File: config.mk
export PLATFORM = sky130hd
export DESIGN_NAME = lightnew_plant_flat
export DESIGN_NICKNAME = d
export VERILOG_FILES = /design/src/rtl/lightnew_pkg.sv /design/src/rtl/lightnew_plant_if.sv /design/src/rtl/lightnew_wdt.sv /design/src/rtl/lightnew_plant.sv /design/src/flat_wrapper.sv
export SDC_FILE = /design/constraint.sdc
export NUM_CORES = 1
export LEC_CHECK = 0
export BUFFER_PORTS_ARGS = -buffer_cell sky130_fd_sc_hd__clkbuf_2
export CORE_ASPECT_RATIO = 1.5
export CORE_MARGIN = 2
export CORE_UTILIZATION = 45
export DETAILED_ROUTE_END_ITERATION = 10
export PLACE_DENSITY_LB_ADDON = 0.08
export SYNTH_ARGS = -nofsm -noshare
export SYNTH_HDL_FRONTEND = slang
export SYNTH_HIERARCHICAL = 1
export SYNTH_SLANG_ARGS = --single-unit
File: constraint.sdc
create_clock -name clk -period 3.91 [get_ports clk]
set_input_delay 0.1955 -clock clk [delete_from_list [all_inputs] [get_ports clk]]
set_output_delay 0.1955 -clock clk [all_outputs]
set_load 0.03 [all_outputs]
File: src/rtl/lightnew_pkg.sv
// Shared definitions for the lightnew plant: state encoding, watchdog limits
// and the bit positions of the controller command/condition vectors.
package lightnew_pkg;

   typedef enum logic [2:0] {
      ST_IDLE  = 3'd0,
      ST_START = 3'd1,
      ST_RUN   = 3'd2,
      ST_WAIT  = 3'd3,
      ST_DONE  = 3'd4,
      ST_FAULT = 3'd5
   } state_e;

   localparam int Y_W = 14;
   localparam int X_W = 9;

   localparam logic [7:0] WDT_START_LIMIT = 8'd16;
   localparam logic [7:0] WDT_WAIT_LIMIT  = 8'd255;

   // y(n) lives at bit n-1 of y_in, x(n) at bit n-1 of x_out
   localparam int Y1_BIT = 0;
   localparam int Y2_BIT = 1;
   localparam int Y3_BIT = 2;
   localparam int Y4_BIT = 3;
   localparam int Y5_BIT = 4;
   localparam int Y6_BIT = 5;
   localparam int X2_BIT = 1;
   localparam int X3_BIT = 2;
   localparam int X9_BIT = 8;

   function automatic logic is_busy(input state_e s);
      return (s == ST_START) || (s == ST_RUN) || (s == ST_WAIT) || (s == ST_DONE);
   endfunction

endpackage

File: src/rtl/lightnew_plant_if.sv
// Controller <-> plant signal bundle; the plant takes the slave side.
interface lightnew_plant_if;
   import lightnew_pkg::*;

   logic [Y_W-1:0] y_in;
   logic           start;
   logic           sense;
   logic [3:0]     cfg_delay;
   logic           clear;
   logic [X_W-1:0] x_out;
   logic           busy;
   logic           done;
   logic           fault;
   logic [7:0]     event_cnt;

   modport master (
      output y_in, start, sense, cfg_delay, clear,
      input  x_out, busy, done, fault, event_cnt
   );

   modport slave (
      input  y_in, start, sense, cfg_delay, clear,
      output x_out, busy, done, fault, event_cnt
   );

endinterface

File: src/rtl/lightnew_wdt.sv
// Watchdog: 8-bit saturating cycle counter with clear/enable and a limit
// compare that fires during the limit-th enabled cycle.
module lightnew_wdt (
   input  logic       clk,
   input  logic       rst,
   input  logic       clear_i,
   input  logic       en_i,
   input  logic [7:0] limit_i,
   output logic       expired_o
);

   logic [7:0] cnt_q, cnt_d;

   always_comb begin
      cnt_d = cnt_q;
      if (clear_i) begin
         cnt_d = 8'd0;
      end else if (en_i && (cnt_q != 8'hFF)) begin
         cnt_d = cnt_q + 8'd1;
      end
   end

   // NOTE: clocked state uses non-blocking assignments so every register
   // samples pre-edge values regardless of process ordering.
   always_ff @(posedge clk or negedge rst) begin
      if (!rst) begin
         cnt_q <= 8'd0;
      end else begin
         cnt_q <= cnt_d;
      end
   end

   // The count is zero in the first enabled cycle, so limit-1 marks the limit-th.
   assign expired_o = en_i && (cnt_q == (limit_i - 8'd1));

endmodule

File: src/rtl/lightnew_plant.sv
// Plant-side sequencer: walks IDLE->START->RUN->WAIT->DONE under controller
// commands, with watchdog and illegal-command fault handling.
module lightnew_plant
   import lightnew_pkg::*;
(
   input logic            clk,
   input logic            rst,
   lightnew_plant_if.slave bus
);

   state_e         state_q, state_d;
   logic [3:0]     timer_q, timer_d;
   logic [X_W-1:0] x_out_q, x_out_d;
   logic           busy_q, busy_d;
   logic           done_q, done_d;
   logic           fault_q, fault_d;
   logic [7:0]     ev_cnt_q, ev_cnt_d;

   logic ack, complete, illegal, strobe;
   logic wdt_en, wdt_clear, wdt_expired;
   logic [7:0] wdt_limit;

   assign ack      = bus.y_in[Y3_BIT] & bus.y_in[Y5_BIT] & bus.y_in[Y6_BIT];
   assign complete = bus.y_in[Y1_BIT] & bus.y_in[Y2_BIT] & bus.y_in[Y3_BIT];
   assign illegal  = bus.y_in[Y3_BIT] & bus.y_in[Y4_BIT];
   assign strobe   = bus.y_in[Y4_BIT];

   logic unused_y;
   assign unused_y = &{1'b0, bus.y_in[Y_W-1:Y6_BIT+1]};

   assign wdt_en    = (state_q == ST_START) || (state_q == ST_WAIT);
   assign wdt_limit = (state_q == ST_START) ? WDT_START_LIMIT : WDT_WAIT_LIMIT;
   assign wdt_clear = (state_d != state_q);

   lightnew_wdt u_wdt (
      .clk       (clk),
      .rst       (rst),
      .clear_i   (wdt_clear),
      .en_i      (wdt_en),
      .limit_i   (wdt_limit),
      .expired_o (wdt_expired)
   );

   // NOTE: every combinational output gets a default first so no path can
   // leave it unassigned and infer a latch.
   always_comb begin
      state_d  = state_q;
      timer_d  = timer_q;
      ev_cnt_d = ev_cnt_q;

      unique case (state_q)
         ST_IDLE: begin
            if (bus.start) begin
               state_d  = ST_START;
               ev_cnt_d = 8'd0;
            end
         end
         ST_START: begin
            if (ack) begin
               state_d = ST_RUN;
               timer_d = bus.cfg_delay;
            end else if (wdt_expired) begin
               state_d = ST_FAULT;
            end
         end
         ST_RUN: begin
            if (timer_q == 4'd0) begin
               state_d = ST_WAIT;
            end else begin
               timer_d = timer_q - 4'd1;
            end
         end
         ST_WAIT: begin
            if (complete) begin
               state_d = ST_DONE;
            end else if (wdt_expired) begin
               state_d = ST_FAULT;
            end
         end
         ST_DONE:  state_d = ST_IDLE;
         ST_FAULT: begin
            if (bus.clear) begin
               state_d = ST_IDLE;
            end
         end
         default:  state_d = ST_IDLE;
      endcase

      // Strobes are counted in active states only; DONE holds the total.
      if (((state_q == ST_START) || (state_q == ST_RUN) || (state_q == ST_WAIT))
          && strobe && (ev_cnt_q != 8'hFF)) begin
         ev_cnt_d = ev_cnt_q + 8'd1;
      end

      if (illegal && is_busy(state_q)) begin
         state_d = ST_FAULT;
      end
   end

   // Outputs are registered from the next state so they line up with state_q.
   always_comb begin
      x_out_d = '0;
      unique case (state_d)
         ST_START: x_out_d[X9_BIT] = 1'b1;
         ST_RUN:   x_out_d[X2_BIT] = (timer_d == 4'd0);
         ST_WAIT:  x_out_d[X3_BIT] = bus.sense;
         ST_DONE:  x_out_d[X3_BIT] = 1'b1;
         default:  x_out_d = '0;
      endcase
      busy_d  = is_busy(state_d);
      done_d  = (state_d == ST_DONE);
      fault_d = (state_d == ST_FAULT);
   end

   always_ff @(posedge clk or negedge rst) begin
      if (!rst) begin
         state_q  <= ST_IDLE;
         timer_q  <= 4'd0;
         x_out_q  <= '0;
         busy_q   <= 1'b0;
         done_q   <= 1'b0;
         fault_q  <= 1'b0;
         ev_cnt_q <= 8'd0;
      end else begin
         state_q  <= state_d;
         timer_q  <= timer_d;
         x_out_q  <= x_out_d;
         busy_q   <= busy_d;
         done_q   <= done_d;
         fault_q  <= fault_d;
         ev_cnt_q <= ev_cnt_d;
      end
   end

   assign bus.x_out     = x_out_q;
   assign bus.busy      = busy_q;
   assign bus.done      = done_q;
   assign bus.fault     = fault_q;
   assign bus.event_cnt = ev_cnt_q;

endmodule

File: src/flat_wrapper.sv
// flat-port wrapper written by rule: the top's interface ports become plain ports
module lightnew_plant_flat import lightnew_pkg::*;
  (clk, rst, bus_y_in, bus_start, bus_sense, bus_cfg_delay, bus_clear, bus_x_out, bus_busy, bus_done, bus_fault, bus_event_cnt);
  lightnew_plant_if bus_i ();
  input logic clk;
  input logic rst;
  input wire logic [$bits(bus_i.y_in)-1:0] bus_y_in;
  input wire logic [$bits(bus_i.start)-1:0] bus_start;
  input wire logic [$bits(bus_i.sense)-1:0] bus_sense;
  input wire logic [$bits(bus_i.cfg_delay)-1:0] bus_cfg_delay;
  input wire logic [$bits(bus_i.clear)-1:0] bus_clear;
  output wire logic [$bits(bus_i.x_out)-1:0] bus_x_out;
  output wire logic [$bits(bus_i.busy)-1:0] bus_busy;
  output wire logic [$bits(bus_i.done)-1:0] bus_done;
  output wire logic [$bits(bus_i.fault)-1:0] bus_fault;
  output wire logic [$bits(bus_i.event_cnt)-1:0] bus_event_cnt;
  assign bus_i.y_in = bus_y_in;
  assign bus_i.start = bus_start;
  assign bus_i.sense = bus_sense;
  assign bus_i.cfg_delay = bus_cfg_delay;
  assign bus_i.clear = bus_clear;
  assign bus_x_out = bus_i.x_out;
  assign bus_busy = bus_i.busy;
  assign bus_done = bus_i.done;
  assign bus_fault = bus_i.fault;
  assign bus_event_cnt = bus_i.event_cnt;
  lightnew_plant u_core (.clk(clk), .rst(rst), .bus(bus_i));
endmodule
Word level (Yosys, flattened, before mapping):

Index checks and enable logic that the tools add are counted.

* register bits after elaboration: 29
* word-level logic and storage cells: 70
* output and inout bits: 20
* bits of input ports: 23

* bitwise operators: 5
* add/subtract/negate cells: 4
* eq/ne operators: 14
* reduce and logical (&&, ||, !) cells: 19
* multiplexer cells: 20

Operators with widths (number)
* 8-bit 2-to-1 mux: 6
* 3-bit 2-to-1 mux: 7
* 8-bit by 1-bit adder with 8-bit output, second input constant: 2
* 8-bit != test, second input constant: 2
* 3-bit case mux with 5 select lines: 1
* 3-bit by 2-bit equality test with 1-bit output, second input constant: 4
* 3-bit equality test, second input constant: 4
* 8-bit equality test: 1
* 4-bit logical NOT: 2
* 4-bit 2-to-1 mux: 2
* 4-bit case mux with 2 select lines: 1
* 8-bit by 1-bit subtractor with 8-bit output, second input constant: 1
* 1-bit logical OR: 7
* 3-bit by 1-bit equality test with 1-bit output, second input constant: 2
* 2-bit nonzero test: 3
* 1-bit bitwise AND: 5
* 1-bit logical AND: 5
* 4-bit by 1-bit subtractor with 4-bit output, second input constant: 1
* 3-bit logical NOT: 1
* 3-bit != test: 1
* 1-bit 2-to-1 mux: 2
* 1-bit case mux with 2 select lines: 1
* 2-bit AND reduction: 1

Longest topological paths before layout:

Gate-level depths: netlist of run 1.

* depth in word-level cells: 13
* gate-level depth with buffers: 15
* gate-level depth less buffers: 13

Modules after synthesis:

Netlist of run 1, hierarchy kept.

By module, submodules not included
* lightnew_plant: cells each 134, area an instance 1278.7 µm², seq. area each 525.5 µm², instances 1
* lightnew_wdt: cells each 76, area an instance 676.9 µm², seq. area each 200.2 µm², instances 1

Worst setup path before layout of run 1:

No wires, ideal clock.

* kind: reg-to-reg
* start point: register u_core.state_q[1]
* end point: register u_core.u_wdt.cnt_q[6]
* buffers on the path: 2
* library setup time: 0.086 ns
* data required time: 3.824 ns
* path slack: 0.660 ns
* arrival time: 3.164 ns
* cell stages (with the launch flop): 16
* clock period less this slack: 3.250 ns
* path through: dfrtp_1 buf_2 nor3b_2 inv_1 inv_1 ha_1 nor3b_2 xnor2_1 or4_1 a211oi_1 a211o_1 a21o_1 xnor2_1 nand2_1 buf_1 nor3_1

* word-level cells in the longest chain between the ends: 11
* elaborated cells between the ends (all ways): 27
* those cells by class: add/sub (1); eq/ne (7); mux (10); reduce/logical (9)

Ends and longest elaborated chain
* start: declaration: line lightnew_plant.sv:11 `state_e state_q, state_d;`
* start signal: assignment: line lightnew_plant.sv:125 `state_q <= state_d;`
* 3-bit by 1-bit equality test with 1-bit output *: line lightnew_plant.sv:32 `assign wdt_limit = (state_q == ST_START) ? WDT_START_LIMIT : WDT_WAIT_LIMIT;`
* 8-bit 2-to-1 mux *: line lightnew_plant.sv:32
* named net u_core.wdt_limit[0]: line lightnew_plant.sv:21 `logic [7:0] wdt_limit;`
* 8-bit by 1-bit subtractor with 8-bit output *: line lightnew_wdt.sv:34 `assign expired_o = en_i && (cnt_q == (limit_i - 8'd1));`
* 8-bit equality test *: line lightnew_wdt.sv:34
* 1-bit logical AND *: line lightnew_wdt.sv:34
* named net u_core.wdt_expired: line lightnew_plant.sv:20 `logic wdt_en, wdt_clear, wdt_expired;`
* 3-bit 2-to-1 mux *: line lightnew_plant.sv:62, lightnew_plant.sv:76
* 3-bit 2-to-1 mux (on tied branches): line lightnew_plant.sv:74, lightnew_plant.sv:59
* 3-bit case mux with 5 select lines *: line lightnew_plant.sv:51 `unique case (state_q)`
* 3-bit 2-to-1 mux *: line lightnew_plant.sv:95 `if (illegal && is_busy(state_q)) begin`
* named net u_core.state_d[2]: line lightnew_plant.sv:11
* 3-bit != test *: line lightnew_plant.sv:33 `assign wdt_clear = (state_d != state_q);`
* named net u_core.wdt_clear: line lightnew_plant.sv:20
* 8-bit 2-to-1 mux or 2-bit nonzero test (tied branches)
* end signal: assignment: line lightnew_wdt.sv:29 `cnt_q <= cnt_d;`
* end: declaration: line lightnew_wdt.sv:12 `logic [7:0] cnt_q, cnt_d;`

Mark *: on every way through the listed nets, which the timed path passes. The rest lies on a longest branch.
A chain may end at the register's enable or synchronous reset.

Final worst setup path of run 1:

* start point: register u_core.state_q[1]
* end point: register u_core.u_wdt.cnt_q[7]

The elaborated chain is that of the path after synthesis.

==> results.py, run 1 <==
metrics = {
    "status": {
        "outcome": "finished, final reports clean",
    },
    "grt": {
        "grt_pass1_wl_microns": 6851,
        "grt_max_degree": 30,
        "grt_pass1_vias": 1542,
        "grt_overflow": 0,
        "grt_usage_pct": 17.74,
        "antenna_found_initial": 0,
    },
    "worst_setup_path": {
        "required_ns": 4.10,
        "slowest_stage": "or4_1",
        "cp_max_fo": 8,
        "path_cells": "nor3b_2 -> inv_1 -> inv_1 -> ha_1 -> nor3b_2 -> xnor2_1 -> or4_1 -> a211oi_1 -> a211o_1 -> a21o_1 -> xnor2_1 -> nand2_1 -> nor3_1",
        "path_class": "register to register",
        "critPathCaptureType": "register",
        "rrSetupSlack_ns": 0.45,
        "critPathArrivalTime_ns": 3.65,
        "cpPeakStageDelay_ns": 0.50,
        "cp-start-kind": "register",
    },
    "layout": {
        "area_growth_pct": 14.33,
        "final_cell_mix": "dfrtp_1 (29), clkbuf_2 (28), nor2_1 (19)",
        "antenna_cells": 0,
        "layout-drive-gt1-share_pct": 21.86,
        "final_common_cell": "dfrtp_1",
        "utilization_pct": 53.12,
        "num-nets-final": 273,
        "fin_area_sq_mm": 0.002236,
    },
    "placed_design": {
        "port_buffers": 28,
        "pre_cts_ws_ns": 0.4688,
        "gp_congestion": 0.7542,
        "dpl.hpwl_microns": 2987,
        "dpl_cell_area_sq_mm": 0.002140,
    },
    "hold_path": {
        "hold_path.class": "input pin to register",
    },
    "logic_synthesis": {
        "synth_area_sq_mm": 0.001956,
        "synth_compound_area_share_pct": 14.20,
        "synthSimpleGateAreaFrac_pct": 28.60,
        "synth_top_family_by_area": "simple AND/OR/NAND/NOR gates",
        "yosys.cell_types.count": 55,
        "yosys_warnings": 6,
        "syn_area_per_cell_sq_um": 9.313,
        "async_reset_ff_share_pct": 100.0,
        "yosysTopAreaCell": "dfrtp_1",
        "yosys_most_used_dff": "dfrtp_1",
        "synthAdderAreaFrac_pct": 2.559,
        "ys_seq_area_share_pct": 37.11,
        "ys_ff_latch": 29,
        "synthMuxAreaShare_pct": 2.559,
        "synthCells": 210,
        "synth_edf_count": 0,
        "synth_area_leaders": "dfrtp_1 (37%), xnor2_1 (4.5%), xor2_1 (4.0%)",
        "synth_top_area_share_pct": 37.11,
        "yosys.area_share.xor_xnor_pct": 8.509,
    },
    "sta": {
        "final.setup.worst_slack_ns": 0.4479,
        "worst_pin_slew_ns": 0.7188,
        "fin_skew_ns": 0.005543,
        "rsz0062_at_grt": "false",
        "finalMaxSlewViolations": 0,
        "period_share_pct": 88.54,
        "post-route-min-period_ns": 3.462,
        "fin_tns_setup_ns": 0,
        "report.final.setup_viol": 0,
        "hold_viol_final": 0,
        "maxSlewHeadroom_pct": 52.08,
        "clock.fmax_ghz": 0.2888,
    },
    "cts": {
        "cts_max_level": 2,
        "cts_tree": "yes",
        "cts_sinks": 29,
        "clkTransAtPathRegs_ns": 0.06,
        "clockBufferDepth": 2,
        "postCtsSetupRepairBufs": 0,
        "cts-root-buf": "clkbuf_8",
        "clock_latency_ns": 0.28,
        "cts-buffers-inserted": 5,
    },
    "power": {
        "ir_drop_mv": 0.4864,
        "leakage_nw": 1.097,
        "p_per_area_mw_per_mm2": 711.5,
        "finalPower_mw": 1.591,
    },
    "floorplanning": {
        "die_area_sq_mm": 0.004900,
        "io_pins": 43,
        "start_util_pct": 46.46,
        "rows": 29,
        "core_area_sq_mm": 0.004209,
        "die_width_microns": 57.83,
        "die_h_microns": 84.74,
    },
    "routing": {
        "wire_per_inst_microns": 13.20,
        "wl_microns": 3868,
        "drt-initial-drc-count": 36,
        "drcViolationCount": 0,
        "viasPerCell": 5.389,
        "first_pass_iters": 3,
        "vias": 1579,
        "ant_nets": 0,
    },
    "run": {
        "drv_cap": 0,
    },
}
[report_power, final]
group,leakage (nW),internal (mW),switching [mW]
clock,0.0439,0.122,0.113
combinational,0.669,0.361,0.546
sequential,0.385,0.382,0.0668
total,1.10,0.865,0.726
[critical path: cells and delay by family, from the launching register on]
kind / cells / cell delay (ns)
compound gates: 3 / 0.82
xor+xnor: 2 / 0.23
fa+ha+maj: 1 / 0.17
buf+inv: 2 / 0.32
flops: 1 / 0.40
simple gates: 5 / 1.44
[flip-flops by register name, indices dropped and copies added (netlist names)]
register / flops
u_core/bus.done: 1
u_core/bus.fault: 1
u_core/bus.event_cnt: 8
u_core/u_wdt/cnt_q: 8
u_core/bus.busy: 1
u_core/bus.x_out: 3
u_core/timer_q: 4
u_core/state_q: 3
[layer usage]
layer | wire [microns] | track usage, %
met5 | 0 | 0
met3 | 98 | 2.928
met4 | 91 | 7.188
met2 | 2012 | 30.89
met1 | 1666 | 21.18
[metrics by stage]
step | hold slack, ns | cells
after floorplan | -0.1001 | 219
after global placement | 0.2948 | 284
after detailed placement | 0.2907 | 284
after CTS | 0.1622 | 293
after global routing | 0.1579 | 293
final | 0.1654 | 293
[synth_stat cells, types with 5 or more instances]
cell     instances
nand2_1          9
dfrtp_1         29
nor2_1          19
buf_4            6
xor2_1           9
mux2i_1          5
nor3_1           7
o21ai_0          7
and3_1           9
a21o_1           5
inv_1            7
xnor2_1         10
nor3b_1          7
nand3_1         10
buf_2            5
[timing repair]
action / 4_1_cts / 5_1_grt
endpoints found under the hold margin: 24 / 0
hold buffers: 1 / 0
endpoints found under the setup margin: 0 / 0
resized for setup: 0 / 0
[cells by family after synthesis]
kind of cell / count (synthesis)
compound gates: 38
xor+xnor: 19
mux: 5
buf+inv: 22
fa+ha+maj: 4
simple gates: 91
flops: 29
other cells: 2
[path summary, 6_finish.rpt]
kind,from,to,cells after the start
max in group asynchronous,rst,u_core/state_q[1],2
min in group asynchronous,rst,u_core/u_wdt/cnt_q[0],2
min reg2reg,u_core/bus.event_cnt[4],u_core/bus.event_cnt[4],1
min,bus_cfg_delay[1],u_core/timer_q[1],2
max reg2reg,u_core/state_q[1],u_core/u_wdt/cnt_q[7],13
max,u_core/state_q[1],u_core/u_wdt/cnt_q[7],13
[layout make-up]
cell class	count	area, sq um
Fill cell	430	1973
Multi-Input combinational cell	168	1145
Sequential cell	29	725.7
Timing Repair Buffer	35	195.2
Clock buffer	5	68.82
Tap cell	46	57.56
Inverter	7	26.28
Clock inverter	3	17.52
(Power assumes the default switching activity.)
==> run 2: changes to the inputs <==
HOLD_SLACK_MARGIN = 0.06   (was default)
REMOVE_ABC_BUFFERS = 1   (was default)
==> run 2 against run 1 <==
First-iteration DRC count up 69%. Core utilization down 0.27 points. Register-to-register slack worse by 0.05 ns. Global-route usage up 0.24 points. Non-clock buffer count down 1. Hold slack worse by 0.0072 ns. Sequential power up 2%. Critical path type unchanged. Critical endpoint unchanged.
==> results.py, run 2 (synthesis results as in run 1) <==
metrics = {
    "worst_setup_path": {
        "slowest_stage": "or4_1",
        "rrSetupSlack_ns": 0.39,
        "timing.rr.end": "u_core/u_wdt/cnt_q[7]",
        "path_cells": "nor3b_2 -> inv_1 -> inv_1 -> ha_1 -> nor3b_2 -> xnor2_1 -> or4_1 -> a211oi_1 -> a211o_1 -> a21o_1 -> xnor2_1 -> nand2_1 -> nor3_1",
        "cp_max_fo": 11,
        "path_class": "register to register",
        "cp_top_family": "simple AND/OR/NAND/NOR gates",
        "cp-start-kind": "register",
        "critPathArrivalTime_ns": 3.70,
        "required_ns": 4.10,
        "crit_buf_inv": 2,
        "r2r_cells": 13,
        "timing.rr.start": "u_core/state_q[1]",
        "cpPeakStageDelay_ns": 0.52,
        "critPathCaptureType": "register",
    },
    "floorplanning": {
        "io_pins": 43,
        "core_area_sq_mm": 0.004209,
        "die_width_microns": 57.83,
        "die_h_microns": 84.74,
        "start_util_pct": 46.46,
        "die_area_sq_mm": 0.004900,
        "rows": 29,
    },
    "cts": {
        "cts_sinks": 29,
        "clkTransAtPathRegs_ns": 0.06,
        "cts-root-buf": "clkbuf_8",
        "cts-buffers-inserted": 5,
        "cts_tree": "yes",
        "clock_latency_ns": 0.27,
        "clockBufferDepth": 2,
        "cts_resized": 0,
        "cts_max_level": 2,
        "postCtsSetupRepairBufs": 0,
    },
    "sta": {
        "finalMaxSlewViolations": 0,
        "post-route-min-period_ns": 3.517,
        "fin_tns_setup_ns": 0,
        "report.final.setup_viol": 0,
        "worst_pin_slew_ns": 0.7251,
        "hold_viol_final": 0,
        "rsz0062_at_grt": "false",
        "maxSlewHeadroom_pct": 51.66,
        "fin_hold_ws_ns": 0.1582,
        "period_share_pct": 89.94,
        "fin_skew_ns": 0.004038,
        "clock.fmax_ghz": 0.2844,
    },
    "routing": {
        "wire_per_inst_microns": 13.49,
        "drcViolationCount": 0,
        "drt-initial-drc-count": 61,
        "ant_nets": 0,
        "met2_length_microns": 2076,
        "wl_met3_microns": 105,
        "wirelength_met1_microns": 1695,
        "viasPerCell": 5.486,
        "first_pass_iters": 4,
        "top_layer_used": "met4",
        "vias": 1602,
        "wl_microns": 3938,
    },
    "placed_design": {
        "dpl_cell_area_sq_mm": 0.002132,
        "dpl.hpwl_microns": 2973,
        "port_buffers": 28,
        "gp_congestion": 0.7852,
    },
    "hold_path": {
        "min_path_cells": 2,
        "hold_path.class": "input pin to register",
        "hold_start": "bus_sense",
        "hold_path_end": "u_core/bus.x_out[2]",
    },
    "grt": {
        "grt_max_degree": 30,
        "grt_usage_pct": 17.98,
        "grt_pass1_wl_microns": 6975,
        "antenna_found_initial": 0,
        "grt_overflow": 0,
        "grt_pass1_vias": 1562,
    },
    "layout": {
        "layout-drive-gt1-share_pct": 21.14,
        "nFillCells": 433,
        "fin_area_sq_mm": 0.002225,
        "area_growth_pct": 13.76,
        "num-nets-final": 272,
        "final_common_cell": "dfrtp_1",
        "final_cell_mix": "dfrtp_1 (29), clkbuf_2 (28), nor2_1 (19)",
        "antenna_cells": 0,
    },
    "status": {
        "outcome": "finished, final reports clean",
    },
    "power": {
        "p_clk_share_pct": 14.5,
        "p_comb_share_pct": 56.6,
        "internal_power_uw": 860.6,
        "ir_drop_mv": 0.5357,
        "p_switching_uw": 725.5,
        "leakage_nw": 1.093,
        "p_per_area_mw_per_mm2": 713.0,
        "swShare_pct": 45.74,
        "seq_power_share_pct": 28.9,
    },
    "run": {
        "drv_cap": 0,
    },
}
-- run 2: cell types whose count changed in the layout (fill, tap and decap cells not counted), sizes merged --
cell      change
clkinvlp      -1
clkbuf        +1
buf           -1
-- run 2: how the worst max path moves through the flow --
stage                            startpoint                     to  slack [ns]  depth (start not counted)
after global placement    u_core/state_q[1]  u_core/u_wdt/cnt_q[7]        0.44                         13
after floorplan           u_core/state_q[0]  u_core/u_wdt/cnt_q[6]        0.62                         13
final                     u_core/state_q[1]  u_core/u_wdt/cnt_q[7]        0.39                         13
after global routing      u_core/state_q[1]  u_core/u_wdt/cnt_q[7]        0.12                         13
after CTS                 u_core/state_q[1]  u_core/u_wdt/cnt_q[7]        0.34                         13
after detailed placement  u_core/state_q[1]  u_core/u_wdt/cnt_q[7]        0.36                         13
-- run 2: layout make-up --
| class | instances | area [sq um] | area share [%] |
|---|---|---|---|
| clock inverter | 2 | 10.01 | 0.4499 |
| clock buffer | 6 | 72.57 | 3.262 |
| multi-input combinational | 168 | 1145 | 51.46 |
| sequential | 29 | 725.7 | 32.62 |
| tap | 46 | 57.56 | 2.587 |
| timing repair buffer | 34 | 187.7 | 8.436 |
| inverter | 7 | 26.28 | 1.181 |
-- run 2: what timing repair did --
item,in CTS,in global routing
hold buffers,1,0
setup endpoints to repair,0,0
endpoints found under the hold margin,29,0
-- run 2: power by group through the flow --
stage | Clock (mW) | Sequential [mW] | Combinational (mW)
6_report | 0.230 | 0.459 | 0.898
5_1_grt | 0.253 | 0.473 | 1.00
4_1_cts | 0.239 | 0.458 | 0.905
3_5_place_dp | 0 | 0.463 | 0.901
3_3_place_gp | 0 | 0.461 | 0.899
2_1_floorplan | 0 | 0.537 | 0.595
-- run 2: per-stage QoR --
stage / util [%] / total power [mW] / instances / setup WS [ns]
after floorplan: - / 1.132 / 204 / 0.6186
after global placement: 50.65 / 1.361 / 283 / 0.4418
after detailed placement: 50.65 / 1.364 / 283 / 0.3580
after CTS: 52.85 / 1.602 / 292 / 0.3393
after global routing: 52.85 / 1.730 / 292 / 0.1204
final: 52.85 / 1.586 / 292 / 0.3933
-- run 2: per-layer routing --
metal  global-route usage, %  vias up
met5                       0        -
met4                   6.342        0
met1                   22.22      748
met3                   2.465        6
li1                        -      819
met2                   31.30       29
==> run 3: changes to the inputs <==
ABC_AREA = 1   (was default)
RECOVER_POWER = 100   (was default)
TNS_END_PERCENT = 100   (was default)
==> run 3 against run 2 <==
The flow now finishes with violations (capacitance limit, slew limit). Cell count is 53% higher. Global-route usage is 2.1 points higher. Total power is 12% higher. Count of clock-buffer cells in the layout is 1 lower. Sequential power is 3% higher. Clock power is 7% higher. Largest power group unchanged.
==> results.py, run 3 <==
metrics = {
    "status": {
        "outcome": "finished, violations left",
        "violations": "capacitance limit, slew limit",
    },
    "layout": {
        "finalNonFillerCells": 447,
        "final_common_cell": "nand2_1",
        "area_growth_pct": 11.66,
        "layout-drive-gt1-share_pct": 10.76,
        "antenna_cells": 0,
        "num-nets-final": 407,
        "final_cell_mix": "nand2_1 (107), inv_1 (51), nand3_1 (51)",
    },
    "placed_design": {
        "dpl.hpwl_microns": 3918,
        "gp_congestion": 0.9190,
        "port_buffers": 28,
        "dp.cells": 438,
    },
    "cts": {
        "cts_sinks": 29,
        "cts-root-buf": "clkbuf_8",
        "cts-buffers-inserted": 5,
        "postCtsSetupRepairBufs": 0,
        "cts_tree": "yes",
        "clockBufferDepth": 2,
        "cts_resized": 0,
        "clock_latency_ns": 0.29,
        "clkTransAtPathRegs_ns": 0.07,
        "cts_max_level": 2,
        "holdBufCountCts": 1,
    },
    "logic_synthesis": {
        "yosys_warnings": 6,
        "synth.most_common_cell": "nand2_1",
        "synth_area_sq_mm": 0.002232,
        "ys_ff_latch": 29,
        "ys_seq_area_share_pct": 32.51,
        "yosys.cell_types.count": 28,
        "yosys_most_used_dff": "dfrtp_1",
        "synth_common_cells": "nand2_1 (107), nand3_1 (51), inv_1 (50)",
        "async_reset_ff_share_pct": 100.0,
        "yosysTopAreaCell": "dfrtp_1",
        "synth_area_leaders": "dfrtp_1 (33%), nand2_1 (18%), nand3_1 (11%)",
        "synth_edf_count": 0,
        "synthCells": 343,
        "syn_area_per_cell_sq_um": 6.508,
        "synth_top_area_share_pct": 32.51,
    },
    "floorplanning": {
        "die_area_sq_mm": 0.005551,
        "start_util_pct": 46.41,
        "core_area_sq_mm": 0.004810,
        "die_width_microns": 61.51,
        "io_pins": 43,
        "rows": 31,
        "die_h_microns": 90.26,
    },
    "grt": {
        "grt_pass1_wl_microns": 8556,
        "grt_max_degree": 30,
        "grt_pass1_vias": 2030,
        "grt_overflow": 0,
        "grt_usage_pct": 20.03,
        "antenna_found_initial": 0,
    },
    "sta": {
        "report.final.setup_viol": 0,
        "post-route-min-period_ns": 3.385,
        "period_share_pct": 86.57,
        "maxSlewHeadroom_pct": -7.997,
        "worst_pin_slew_ns": 1.620,
        "fin_tns_setup_ns": 0,
        "finalMaxSlewViolations": 30,
        "hold_viol_final": 0,
        "fin_skew_ns": 0.007272,
        "clock.fmax_ghz": 0.2954,
        "rsz0062_at_grt": "false",
    },
    "worst_setup_path": {
        "required_ns": 4.12,
        "cp-start-kind": "register",
        "cpPeakStageDelay_ns": 0.51,
        "critPathArrivalTime_ns": 3.59,
        "path_cells": "inv_4 -> nand3_2 -> inv_1 -> ha_1 -> nand2_1 -> inv_1 -> nand2_1 -> nand2_1 -> inv_1 -> nor2_1 -> nand3_1 -> nor2_1 -> nor2_1 -> nand2_1 -> a21oi_1 -> nand3_2 -> nand2_1 -> nand2_1 -> nand3_1 -> inv_1 -> nand3_1 -> o21ai_0",
        "slowest_stage": "dfrtp_1",
        "path_class": "register to register",
        "cp_max_fo": 16,
        "cp_top_family": "simple AND/OR/NAND/NOR gates",
        "crit_top_cell": "nand2_1",
        "critPathCaptureType": "register",
        "crit_buf_inv": 5,
    },
    "run": {
        "drv_cap": 1,
    },
    "power": {
        "p_per_area_mw_per_mm2": 710.1,
        "leakage_nw": 1.358,
        "ir_drop_mv": 0.3347,
    },
    "routing": {
        "vias": 2170,
        "drt-initial-drc-count": 56,
        "ant_nets": 0,
        "wire_per_inst_microns": 11.27,
        "wl_microns": 5036,
        "drcViolationCount": 0,
        "viasPerCell": 4.855,
        "first_pass_iters": 4,
    },
    "hold_path": {
        "hold_path.class": "input pin to register",
    },
}
[run 3: layout make-up]
type / count / area, sq um
repair buffers: 30 / 138.9
fillers: 528 / 2317
clock buffers: 5 / 68.82
inverters: 54 / 205.2
flip-flops and latches: 29 / 725.7
clock inverters: 3 / 17.52
well taps: 66 / 82.58
multi-input cells: 260 / 1254
[run 3: worst register-to-register path, delay by kind of cell (launching register included)]
| kind | cells | cell delay, ns |
|---|---|---|
| simple gates | 14 | 1.50 |
| buf+inv | 5 | 0.75 |
| flops | 1 | 0.51 |
| fa+ha+maj | 1 | 0.27 |
| compound gates | 2 | 0.26 |
[run 3: power by group]
group          internal [mW]  switching [mW]  total, mW
sequential             0.380          0.0943      0.474
combinational          0.320           0.731       1.05
clock                  0.123           0.122      0.245
total                  0.822           0.948       1.77
[run 3: cell families (layout without fill, tap and decap cells)]
family                   Yosys count  count (layout)  synth area share, %
AND/OR/NAND/NOR                  219             219                45.29
buffers and inverters             63              92                12.16
AO/OA/AOI/OAI                     19              19                4.708
XOR/XNOR                           7               7                2.747
adder cells (fa/ha/maj)            4               4                2.242
flip-flops                        29              29                32.51
other                              2              11               0.3364
[run 3: path summary, 6_finish.rpt]
path / startpoint / endpoint / slack (ns) / cells after the start
max: u_core/state_q[2] / u_core/u_wdt/cnt_q[2] / 0.53 / 22
min: bus_sense / u_core/bus.x_out[2] / 0.15 / 3
max reg2reg: u_core/state_q[2] / u_core/u_wdt/cnt_q[2] / 0.53 / 22
min reg2reg: u_core/u_wdt/cnt_q[6] / u_core/u_wdt/cnt_q[6] / 0.54 / 2
max in group asynchronous: rst / u_core/bus.event_cnt[5] / 2.11 / 2
min in group asynchronous: rst / u_core/u_wdt/cnt_q[4] / 0.85 / 2
[run 3: metal layers]
layer	vias to the layer above	global-route usage (%)	wire length [microns]
met3	15	3.582	118
li1	1142	-	-
met2	32	35.26	2731
met1	981	22.38	2031
met4	0	8.333	154
met5	-	0	0
[run 3: stage by stage]
| step | power [mW] | utilization [%] | instance area, sq um | hold WS, ns | setup WS, ns |
|---|---|---|---|---|---|
| final | 1.770 | 51.82 | 2492 | 0.1488 | 0.5252 |
| after detailed placement | 1.567 | 50.52 | 2430 | 0.3050 | 0.4944 |
| after global placement | 1.554 | 50.52 | 2430 | 0.3026 | 0.5102 |
| after CTS | 1.814 | 52.52 | 2526 | 0.1463 | 0.4807 |
| after floorplan | 1.310 | - | 2200 | -0.1001 | 0.9407 |
| after global routing | 1.953 | 51.82 | 2492 | 0.1542 | 0.01887 |
